File: config.mk
export PLATFORM = sky130hd
export DESIGN_NAME = fetch_unit
export DESIGN_NICKNAME = d
export VERILOG_FILES = /design/src/rtl/fetch_unit_pkg.sv /design/src/rtl/fetch_unit_queue.sv /design/src/rtl/fetch_unit.sv
export SDC_FILE = /design/constraint.sdc
export NUM_CORES = 1
export LEC_CHECK = 0
export CAP_MARGIN = 10
export CORE_ASPECT_RATIO = 1.2
export CORE_MARGIN = 2
export CORE_UTILIZATION = 30
export CTS_BUF_LIST = sky130_fd_sc_hd__clkbuf_4
export DETAILED_ROUTE_END_ITERATION = 10
export DONT_BUFFER_PORTS = 1
export HOLD_SLACK_MARGIN = 0.1
export PLACE_DENSITY = 0.5
export SLEW_MARGIN = 20
export SYNTH_ARGS = -nofsm -noshare
export SYNTH_HDL_FRONTEND = slang
export SYNTH_SLANG_ARGS = --single-unit
File: constraint.sdc
create_clock -name clk -period 8.91 [get_ports clk]
set_clock_uncertainty 0.1 [all_clocks]
set_input_delay 0.891 -clock clk [delete_from_list [all_inputs] [get_ports clk]]
set_output_delay 0.891 -clock clk [all_outputs]
set_load 0.02 [all_outputs]
File: src/rtl/fetch_unit_pkg.sv
// Shared fetch-path definitions: default reset PC, entry width and pointer-width helper.
// Optional feature macro used by the fetch unit: FETCH_PERF_CNT_EN.
`ifndef PC_START
`define PC_START 64'h0000_0000_8000_0000
`endif

package fetch_unit_pkg;

    localparam int unsigned FETCH_XLEN    = 64;
    localparam int unsigned FETCH_ILEN    = 32;
    localparam int unsigned FETCH_ENTRY_W = FETCH_XLEN + FETCH_ILEN;

    // One extra bit over the index lets full and empty be told apart.
    function automatic int unsigned fqPtrWidth(input int unsigned depth);
        return $clog2(depth) + 1;
    endfunction

endpackage

File: src/rtl/fetch_unit_queue.sv
// Three-pointer fetch queue: entries are allocated with a PC at request time (tail),
// filled with an instruction on response (fill) and consumed by decode (head).
module fetch_queue
    import fetch_unit_pkg::*;
#(
    parameter int unsigned XLEN    = 64,
    parameter int unsigned ILEN    = 32,
    parameter int unsigned DEPTH   = 4,
    parameter int unsigned ENTRY_W = FETCH_ENTRY_W,
    parameter int unsigned PW      = fqPtrWidth(DEPTH)
) (
    input  logic               clk,
    input  logic               rst,
    input  logic               flush_i,
    input  logic               alloc_i,
    input  logic [XLEN-1:0]    allocPc_i,
    input  logic               fill_i,
    input  logic [ILEN-1:0]    fillData_i,
    input  logic               pop_i,
    output logic               headValid_o,
    output logic [ENTRY_W-1:0] headEntry_o,
    output logic [PW-1:0]      count_o,
    output logic [PW-1:0]      inflight_o
);

    localparam int unsigned IW = $clog2(DEPTH);

    logic [PW-1:0]      headPtr_q, headPtr_d;
    logic [PW-1:0]      fillPtr_q, fillPtr_d;
    logic [PW-1:0]      tailPtr_q, tailPtr_d;
    logic [ENTRY_W-1:0] entryMem_q [DEPTH];

    // A flush collapses all three pointers onto the tail and voids any same-cycle update.
    always_comb begin
        headPtr_d = headPtr_q;
        fillPtr_d = fillPtr_q;
        tailPtr_d = tailPtr_q;
        if (flush_i) begin
            headPtr_d = tailPtr_q;
            fillPtr_d = tailPtr_q;
        end else begin
            if (alloc_i) tailPtr_d = tailPtr_q + PW'(1);
            if (fill_i)  fillPtr_d = fillPtr_q + PW'(1);
            if (pop_i)   headPtr_d = headPtr_q + PW'(1);
        end
    end

    always_ff @(posedge clk) begin
        if (rst) begin
            headPtr_q <= '0;
            fillPtr_q <= '0;
            tailPtr_q <= '0;
        end else begin
            headPtr_q <= headPtr_d;
            fillPtr_q <= fillPtr_d;
            tailPtr_q <= tailPtr_d;
        end
    end

    always_ff @(posedge clk) begin
        if (alloc_i && !flush_i) entryMem_q[tailPtr_q[IW-1:0]][ENTRY_W-1 -: XLEN] <= allocPc_i;
        if (fill_i && !flush_i)  entryMem_q[fillPtr_q[IW-1:0]][ILEN-1:0] <= fillData_i;
    end

    assign headValid_o = (headPtr_q != fillPtr_q);
    assign headEntry_o = entryMem_q[headPtr_q[IW-1:0]];
    assign count_o     = tailPtr_q - headPtr_q;
    assign inflight_o  = tailPtr_q - fillPtr_q;

endmodule

File: src/rtl/fetch_unit.sv
// Fetch unit: sequential PC generation, credit-limited imem requests, redirect flush with
// stale-response dropping. Perf counters are built only when FETCH_PERF_CNT_EN is defined.
module fetch_unit
    import fetch_unit_pkg::*;
#(
    parameter int unsigned     XLEN     = 64,
    parameter int unsigned     ILEN     = 32,
    parameter logic [XLEN-1:0] PC_RESET = `PC_START,
    parameter int unsigned     FQ_DEPTH = 4
) (
    input  logic            clk,
    input  logic            rst,
    input  logic            pc_redir_en,
    input  logic [XLEN-1:0] pc_redir,
    output logic            imem_req_valid,
    input  logic            imem_req_ready,
    output logic [XLEN-1:0] imem_req_addr,
    input  logic            imem_rsp_valid,
    input  logic [ILEN-1:0] imem_rsp_data,
    output logic            out_valid,
    input  logic            out_ready,
    output logic [XLEN-1:0] out_pc,
    output logic [ILEN-1:0] out_inst,
    output logic [31:0]     perf_redir_cnt,
    output logic [31:0]     perf_stall_cnt
);

    localparam int unsigned     PW      = fqPtrWidth(FQ_DEPTH);
    localparam int unsigned     ENTRY_W = XLEN + ILEN;
    localparam logic [XLEN-1:0] PC_INC  = XLEN'(ILEN / 8);

    logic [XLEN-1:0]    fetchPc_q, fetchPc_d;
    logic [PW-1:0]      dropCnt_q, dropCnt_d;
    logic [PW-1:0]      count, inflight;
    logic [PW:0]        creditUse;
    logic               reqFire, rspFill, popFire;
    logic [ENTRY_W-1:0] headEntry;

    assign creditUse      = {1'b0, count} + {1'b0, dropCnt_q};
    assign imem_req_valid = !rst && !pc_redir_en && (creditUse < (PW+1)'(FQ_DEPTH));
    assign imem_req_addr  = fetchPc_q;
    assign reqFire        = imem_req_valid && imem_req_ready;
    assign rspFill        = imem_rsp_valid && (dropCnt_q == '0) && !pc_redir_en;
    assign popFire        = out_valid && out_ready;

    fetch_queue #(
        .XLEN    (XLEN),
        .ILEN    (ILEN),
        .DEPTH   (FQ_DEPTH),
        .ENTRY_W (ENTRY_W),
        .PW      (PW)
    ) u_queue (
        .clk         (clk),
        .rst         (rst),
        .flush_i     (pc_redir_en),
        .alloc_i     (reqFire),
        .allocPc_i   (fetchPc_q),
        .fill_i      (rspFill),
        .fillData_i  (imem_rsp_data),
        .pop_i       (popFire),
        .headValid_o (out_valid),
        .headEntry_o (headEntry),
        .count_o     (count),
        .inflight_o  (inflight)
    );

    assign out_pc   = headEntry[ENTRY_W-1 -: XLEN];
    assign out_inst = headEntry[ILEN-1:0];

    // On redirect every unfilled entry becomes a response to drop; a response arriving in the
    // redirect cycle is itself discarded, so it consumes one of those pending drops.
    always_comb begin
        fetchPc_d = fetchPc_q;
        dropCnt_d = dropCnt_q;
        if (pc_redir_en) begin
            fetchPc_d = pc_redir & ~XLEN'(3);
            dropCnt_d = dropCnt_q + inflight - PW'(imem_rsp_valid);
        end else begin
            if (reqFire) fetchPc_d = fetchPc_q + PC_INC;
            if (imem_rsp_valid && (dropCnt_q != '0)) dropCnt_d = dropCnt_q - PW'(1);
        end
    end

    always_ff @(posedge clk) begin
        if (rst) begin
            fetchPc_q <= PC_RESET;
            dropCnt_q <= '0;
        end else begin
            fetchPc_q <= fetchPc_d;
            dropCnt_q <= dropCnt_d;
        end
    end

`ifdef FETCH_PERF_CNT_EN
    logic [31:0] perfRedir_q, perfStall_q;

    // Both counters saturate rather than wrap.
    always_ff @(posedge clk) begin
        if (rst) begin
            perfRedir_q <= '0;
            perfStall_q <= '0;
        end else begin
            if (pc_redir_en && (perfRedir_q != '1))             perfRedir_q <= perfRedir_q + 32'd1;
            if (out_valid && !out_ready && (perfStall_q != '1)) perfStall_q <= perfStall_q + 32'd1;
        end
    end

    assign perf_redir_cnt = perfRedir_q;
    assign perf_stall_cnt = perfStall_q;
`else
    assign perf_redir_cnt = '0;
    assign perf_stall_cnt = '0;
`endif

endmodule

==> After elaboration in Yosys (flattened, before gate mapping) <==
Memories as Yosys holds them, arrays and structs flattened. A register that Yosys moved wholly into a read port is not among the register bits.
Index checks and enable logic that the tools add are counted.
{ "totals": {"register_bits": 76, "mem_bits_rw": 384, "output_inout_bits": 226, "wordCells": 53, "memories": 1} }
{ "op_classes": {"add_sub_neg": 10, "order_cmp": 1, "n_eq_ne": 1, "mux": 14, "bitwise": 1, "n_reduce_logical": 19} }
{ "memory_table": {"columns": ["memory", "depth", "word_bits", "read_ports", "rd_clocked_by_memory_dff", "wr", "line", "source"], "rows": [
  ["u_queue.entryMem_q", 4, 96, 1, 1, 2, "fetch_unit_queue.sv:31", "logic [ENTRY_W-1:0] entryMem_q [DEPTH];"]
]} }
{ "ops": {"columns": ["op", "count"], "rows": [
  ["$mux 64", 2],
  ["$add 64x3->64 const B", 1],
  ["$mux 3", 6],
  ["$add 3x1->3 const B", 3],
  ["$logic_and 1x1->1", 9],
  ["$reduce_bool 2->1", 4],
  ["$sub 3x3->3", 2],
  ["$add 3x3->4", 1],
  ["$lt 4x3->1 const B", 1],
  ["$mux 1", 4],
  ["$mux 2", 2],
  ["$add 3x3->3", 1],
  ["$logic_not 3->1", 1],
  ["$ne 3x3->1", 1],
  ["$reduce_bool 3->1", 1],
  ["$sub 3x1->3", 1],
  ["$sub 3x1->3 const B", 1],
  ["$logic_not 1->1", 2],
  ["$reduce_and 2->1", 1],
  ["$reduce_or 2->1", 1],
  ["$not 1->1", 1]
]} }

==> Depth between registers and ports, before layout <==
Gate-level depths: netlist of the first run.
{ "depth": {"depth_word": 8, "mapped_depth": 14} }

==> Hierarchy <==
Synthesis of the first run repeated with hierarchy kept, for this count alone.
{ "hier_totals": {"hier_cells": 1197, "hier_area_um2": 19326.0} }
{ "by_module_without_submodules": {"columns": ["module", "instances", "cells_per_inst", "area_per_inst_um2"], "rows": [
  ["fetch_queue", 1, 581, 14595.2],
  ["fetch_unit", 1, 616, 4730.8]
]} }

==> Worst setup path before layout of the first run <==
OpenSTA, ideal clock, no wires.
{ "synth_timing": {"path_kind": "register -> register", "startpoint": "reg u_queue.tailPtr_q[0]", "endpoint": "mem u_queue.entryMem_q[2][34] in the netlist's numbering (enable)", "setup_time_ns": 0.426, "arrival_time_ns": 4.504, "required_ns": 8.384, "slack_ns": 3.880, "stages_incl_launch_ff": 14, "period_less_slack_ns": 5.030, "path_cell_list": "dfxtp_1 inv_1 ha_1 inv_1 fa_1 xor2_1 xnor2_1 ha_1 or4b_1 clkbuf_1 nor3_1 clkbuf_1 clkbuf_1 and2_1"} }
{ "synth_rtl": {"columns": ["element", "line", "source"], "rows": [
  ["start, declared", "fetch_unit_queue.sv:30", "logic [PW-1:0] tailPtr_q, tailPtr_d;"],
  ["start signal, assigned", "fetch_unit_queue.sv:56", "tailPtr_q <= tailPtr_d;"],
  ["end, declared", "fetch_unit_queue.sv:31", null]
]} }

==> impl_metrics.toml, run 1 <==
[outcome]
status = "finished clean"

[cells_and_area]
layout-area-overhead-vs-synth_pct = 17.24
finalNonFillerCells = 2321
drive_above_1_share_pct = 21.77
finalNetCount = 1519
num-fill-cells = 6134

[sta]
max_freq_mhz = 208.2
fin_crit_sh_pct = 53.92
worstMarginPinSlew_ns = 1.108
grt_setup_unrepaired = "no"
finalSetupViolations = 0
tns_ns = 0
finalHoldViolCount = 0
hold_ws_ns = 0.2279
fin_crit_ns = 4.804
slew_violations = 0
slew_headroom_pct = 25.88

[setup_path]
critPathLaunchType = "flop"
worst_path_max_delay_cell = "or4b_1"
r2r_end = "u_queue.entryMem_q[3][73]$_DFFE_PP_"
worst-r2r-setup-slack_ns = 4.11
crit_type = "reg2reg"
worstPathArrival_ns = 5.22
crit_required_ns = 9.32
critPathMaxStageDelay_ns = 0.68
cp-endpoint = "u_queue.entryMem_q[3][73]$_DFFE_PP_"
reg2reg_depth = 11
endpoint_kind = "flop"
worstPathCellList = "inv_1 > ha_1 > inv_1 > fa_1 > xor2_1 > xnor2_1 > ha_1 > or4b_1 > nor3_2 > and2_4 > buf_4"
startpoint = "u_queue.tailPtr_q[0]$_SDFFE_PP0P_"
path_max_fanout = 38
rr_startpoint = "u_queue.tailPtr_q[0]$_SDFFE_PP0P_"

[synthesis]
synth_edf_count = 376
syn_area_per_cell_sq_um = 15.68
ys_types = 61
postSynthCellCount = 1219
netlist_area_sq_um = 19120
ys_warn_count = 0
ys_seq_area_share_pct = 67.02
synthFlopType = "edfxtp_1"
async_flop_share_pct = 0
ys_ff_latch = 452

[floorplan]
die_area_sq_um = 65770
fp.dieH_um = 280.5
die_x_um = 234.5
start_util_pct = 30.26
core_area_sq_um = 63190
io_pins = 328
std_cell_rows = 101

[run]
cap_violations = 0

[global_routing]
grt_pass1_vias = 12274
grt_max_degree = 65
grt_pass1_wl_mm = 79.70
grtUsageTotal_pct = 16.61
gr-total-overflow = 0
grt_antenna_before_repair = 6

[placed_design]
port_buffers = 0
hpwl_mm = 34.74
gp_congestion = 0.8123
dp.cells = 1996

[cts]
worstSkewPairLatency_ns = 0.93
cts_sinks = 452
clk_path_buf_depth = 3
root_buffer = "clkbuf_4"
ctsResizeCount = 0
tritoncts = "yes"
cts_made_buffers = 118
cts-htree-levels = 3
clk_pin_slew_ns = 0.07

[route]
ant_nets = 0
routed_wl_mm = 54.81
vias = 11709
wl_per_cell_um = 23.62
via_per_inst = 5.045
drc = 0
drtPass1Iterations = 5
drtIter0Drc = 625

[power]
ir_drop_uv = 114.8
p_leak_nw = 7.192
power.density_nw_per_um2 = 220.6

[hold_path]
hold_class = "in2reg"
==> placed cells by master (no fill, tap or decap), types with 25 or more instances in the layout <==
master / Yosys / final
conb_1: 1 / 68
clkbuf_4: 0 / 174
dlygate4sd3_1: 0 / 102
nand2_1: 64 / 64
edfxtp_1: 376 / 376
nor2_1: 48 / 48
nand3_1: 49 / 49
mux4_2: 94 / 94
a21oi_1: 27 / 27
dfxtp_1: 76 / 74
clkinv_1: 0 / 31
nand4_1: 28 / 28
inv_1: 25 / 25
==> worst max-delay path: cells and delay by family (launching register included) <==
kind | cells | cell delay, ns
and+or+nand+nor | 3 | 1.84
buffers and inverters | 3 | 0.88
adders and majority gates | 3 | 0.82
DFF | 1 | 0.37
xor gates and xnor gates | 2 | 0.33
==> area by class of cell <==
cell class | count | area (sq um) | share of cell area, %
Clock inverter | 43 | 234.0 | 1.044
Tap cell | 824 | 1031 | 4.600
Inverter | 26 | 97.59 | 0.4354
Antenna cell | 4 | 10.01 | 0.04466
Sequential cell | 452 | 12820 | 57.19
Clock buffer | 174 | 1306 | 5.828
Multi-Input combinational cell | 678 | 5728 | 25.55
Timing Repair Buffer | 120 | 1189 | 5.303
==> through the flow <==
| stage | utilization (%) | total power, mW | cell area [sq um] | setup slack (ns) |
|---|---|---|---|---|
| 6_report | 35.48 | 4.946 | 22420 | 4.106 |
| 5_1_grt | 35.47 | 5.200 | 22410 | 3.795 |
| 4_1_cts | 35.46 | 5.051 | 22410 | 4.002 |
| 3_5_place_dp | 31.33 | 3.135 | 19800 | 4.087 |
| 3_3_place_gp | 31.33 | 3.123 | 19800 | 4.140 |
| 2_1_floorplan | - | 2.985 | 19370 | 3.880 |
==> power breakdown <==
part | internal [mW] | switching (mW) | total, mW
Combinational | 0.222 | 0.384 | 0.606
Sequential | 2.39 | 0.136 | 2.53
Clock | 0.931 | 0.882 | 1.81
==> per-layer routing <==
metal	GRT usage [%]	wire length, um	vias up
li1	-	-	5191
met1	18.38	20390	5913
met2	28.90	27920	484
met3	5.915	5022	115
met4	6.467	1443	6
met5	0	42	-
==> repair_timing <==
item	CTS	global route
hold buffers	104	0
buffers inserted	0	0
endpoints found under the setup margin	0	0
endpoints found under the hold margin	196	0
==> Yosys cell counts (all sizes together) (5+ instances only) <==
library cell	count	area, sq um
or4	23	176.4
nand3	49	245.2
o31ai	5	37.54
nor3	23	115.1
and4	6	52.55
nor2	48	180.2
or4b	5	53.80
nor4	18	131.4
a311oi	8	70.07
buf	83	575.6
xnor2	23	201.4
xor2	11	96.34
o211ai	16	120.1
dfxtp	76	1521
edfxtp	376	11290
fa	5	100.1
clkbuf	47	176.4
mux4	94	2117
ha	16	200.2
and2	15	93.84
o311ai	10	87.58
nand4	30	209.0
nand2	64	240.2
or3	17	107.6
inv	26	97.59
and3	14	87.58
o21ai	10	50.05
a211oi	16	120.1
a21oi	27	135.1
a31oi	21	131.4
==> worst min-delay path by stage <==
stage                                 startpoint  cells after the start  slack [ns]                                end
5_1_grt                              pc_redir_en                      3        0.18      imem_req_addr[6]$_SDFFE_PP0P_
3_5_place_dp   u_queue.tailPtr_q[2]$_SDFFE_PP0P_                      2        0.49  u_queue.tailPtr_q[2]$_SDFFE_PP0P_
2_1_floorplan  u_queue.tailPtr_q[1]$_SDFFE_PP0P_                      2        0.45  u_queue.tailPtr_q[1]$_SDFFE_PP0P_
4_1_cts                                      rst                      3        0.10     imem_req_addr[54]$_SDFFE_PP0P_
3_3_place_gp   u_queue.tailPtr_q[0]$_SDFFE_PP0P_                      2        0.48  u_queue.tailPtr_q[0]$_SDFFE_PP0P_
6_report                                     rst                      3        0.23     imem_req_addr[54]$_SDFFE_PP0P_
==> registers in the layout, indices dropped and copies added (netlist names), named ones only <==
name / cells
u_queue.entryMem_q: 376
u_queue.headPtr_q: 3
imem_req_addr: 62
u_queue.fillPtr_q: 3
u_queue.tailPtr_q: 3
dropCnt_q: 3
==> logic make-up (layout without fill, tap and decap cells) <==
group / Yosys count / after routing / synth area share (%)
compound gates: 132 / 132 / 4.751
xor+xnor: 34 / 34 / 1.558
fa+ha+maj: 21 / 21 / 1.571
buf+inv: 156 / 363 / 4.444
flops: 452 / 452 / 67.02
mux: 98 / 98 / 11.28
other cells: 1 / 72 / 0.01961
simple gates: 325 / 325 / 9.359
No activity file was read; power rests on OpenSTA's default activity.
==> run 2, diff against run 1 <==
- PLACE_DENSITY: 0.5 -> 0.51
- clock period: 8.91 -> 4 ns (I/O delays scaled with it)
==> impl_metrics.toml, run 2 (synthesis gave the netlist of run 1 again) <==
[global_routing]
grtUsageTotal_pct = 16.43
grt_pass1_vias = 12433
grt_pass1_wl_mm = 79.58
grt_antenna_before_repair = 12
gr-total-overflow = 0
grt_max_degree = 74

[power]
seqPwrFrac_pct = 49.7
p_sw_mw = 3.063
p_sw_share_pct = 27.37
power.density_nw_per_um2 = 473.8
finalPower_mw = 11.19
p_leak_nw = 7.754
p_int_mw = 8.127
p_comb_share_pct = 14.1
clockPowerShare_pct = 36.2
ir_drop_uv = 296.7

[sta]
slew_headroom_pct = 32.34
hold_ws_ns = 0.1999
fin_crit_sh_pct = 97.22
slew_violations = 0
finalHoldViolCount = 0
max_freq_mhz = 257.1
finalSetupViolations = 0
worstMarginPinSlew_ns = 1.015
tns_ns = 0
fin_crit_ns = 3.889

[cts]
root_buffer = "clkbuf_4"
clk_path_buf_depth = 3
clk_pin_slew_ns = 0.08
worstSkewPairLatency_ns = 0.90
cts_made_buffers = 113
tritoncts = "yes"
cts_sinks = 452
cts-htree-levels = 3

[placed_design]
postPlaceCellArea_sq_um = 20190
dp.cells = 2030
gp_congestion = 0.8439
hpwl_mm = 35.09
port_buffers = 0

[floorplan]
core_area_sq_um = 63190
start_util_pct = 30.26
io_pins = 328
std_cell_rows = 101
die_area_sq_um = 65770
fp.dieH_um = 280.5
die_x_um = 234.5

[route]
drtIter0Drc = 738
drc = 0
via_per_inst = 4.951
drtPass1Iterations = 5
routed_wl_mm = 54.57
ant_nets = 0
wl_per_cell_um = 22.53
vias = 11991

[setup_path]
critPathMaxStageDelay_ns = 0.57
crit_type = "reg2reg"
worstPathArrival_ns = 4.54
endpoint_kind = "flop"
worstPathCellList = "inv_1 > ha_1 > inv_1 > fa_1 > xor2_1 > xnor2_1 > ha_1 > or4b_4 > buf_4 > nor2_1 > nand4_1 > a32oi_1 > dlygate4sd3_1 > nand3_1"
critPathLaunchType = "flop"
path_max_fanout = 5
worst_path_max_delay_cell = "dlygate4sd3_1"
crit_required_ns = 4.65

[cells_and_area]
finalNonFillerCells = 2422
postLayoutCellArea_sq_um = 23620
largest_reg_flops = 376
final_common_cell = "edfxtp_1"
finalNetCount = 1626
layout-area-overhead-vs-synth_pct = 23.53
final_cell_mix = "edfxtp_1 (376), dlygate4sd3_1 (176), clkbuf_4 (175), mux4_2 (94), dfxtp_1 (72)"
drive_above_1_share_pct = 23.19

[run]
cap_violations = 0

[hold_path]
hold_class = "in2reg"

[outcome]
status = "finished clean"
run 2: cell types whose count changed in the layout (fill, tap and decap cells not counted), sizes merged:
cell / change
dlygate4sd3: +74
buf: +37
clkinv: -22
diode: +7
bufinv: +2
clkbuf: +2
clkinvlp: +1
run 2: final timing paths:
kind / from / to / slack, ns / cells after the start
hold reg to reg: imem_req_addr[4]$_SDFFE_PP0P_ / imem_req_addr[4]$_SDFFE_PP0P_ / 0.40 / 2
setup / recovery: u_queue.tailPtr_q[0]$_SDFFE_PP0P_ / imem_req_addr[63]$_SDFFE_PP0P_ / 0.11 / 14
hold / removal: pc_redir[5] / imem_req_addr[5]$_SDFFE_PP0P_ / 0.20 / 3
setup reg to reg: u_queue.tailPtr_q[0]$_SDFFE_PP0P_ / imem_req_addr[63]$_SDFFE_PP0P_ / 0.11 / 14
run 2: area by class of cell:
class / count / area, sq um
Antenna cell: 11 / 27.53
Sequential cell: 452 / 12820
Fill cell: 6021 / 39570
Tap cell: 824 / 1031
Timing Repair Buffer: 232 / 2381
Inverter: 26 / 97.59
Multi-Input combinational cell: 678 / 5748
Clock buffer: 175 / 1314
Clock inverter: 24 / 196.4
run 2: power groups by stage:
| stage | combinational [mW] | clock [mW] | sequential [mW] |
|---|---|---|---|
| 5_1_grt | 1.72 | 4.45 | 5.59 |
| 6_report | 1.58 | 4.05 | 5.56 |
| 3_3_place_gp | 1.37 | 0 | 5.66 |
| 3_5_place_dp | 1.37 | 0 | 5.67 |
| 4_1_cts | 1.58 | 4.20 | 5.57 |
| 2_1_floorplan | 1.05 | 0 | 5.59 |
run 2: timing repair:
action,4_1_cts,5_1_grt
gates resized for setup,0,7
hold buffers,179,0
endpoints found under the hold margin,204,0
buffers inserted,0,3
endpoints found under the setup margin,0,13
run 2: worst max-delay path, delay by kind of cell (launching register included):
kind | cells | cell delay (ns)
AOI/OAI and AO/OA | 1 | 0.25
xor gates and xnor gates | 2 | 0.30
adders and majority gates | 3 | 0.83
buffers and inverters | 4 | 0.86
DFF | 1 | 0.35
and+or+nand+nor | 4 | 1.04
run 2: layer usage:
layer  track usage [%]  vias up  routed length, um
met5                 0        -                 57
met2             28.58      539              27890
met4             5.338        8               1005
li1                  -     5393                  -
met1             18.39     5957              20370
met3             6.240       94               5247
run 2: stage by stage:
stage	setup slack (ns)	utilization, %
floorplan	0.01330	-
global placement	0.2716	31.95
detailed placement	0.2204	31.95
CTS	0.02914	37.23
global route	-0.0002998	37.37
finish	0.1111	37.38
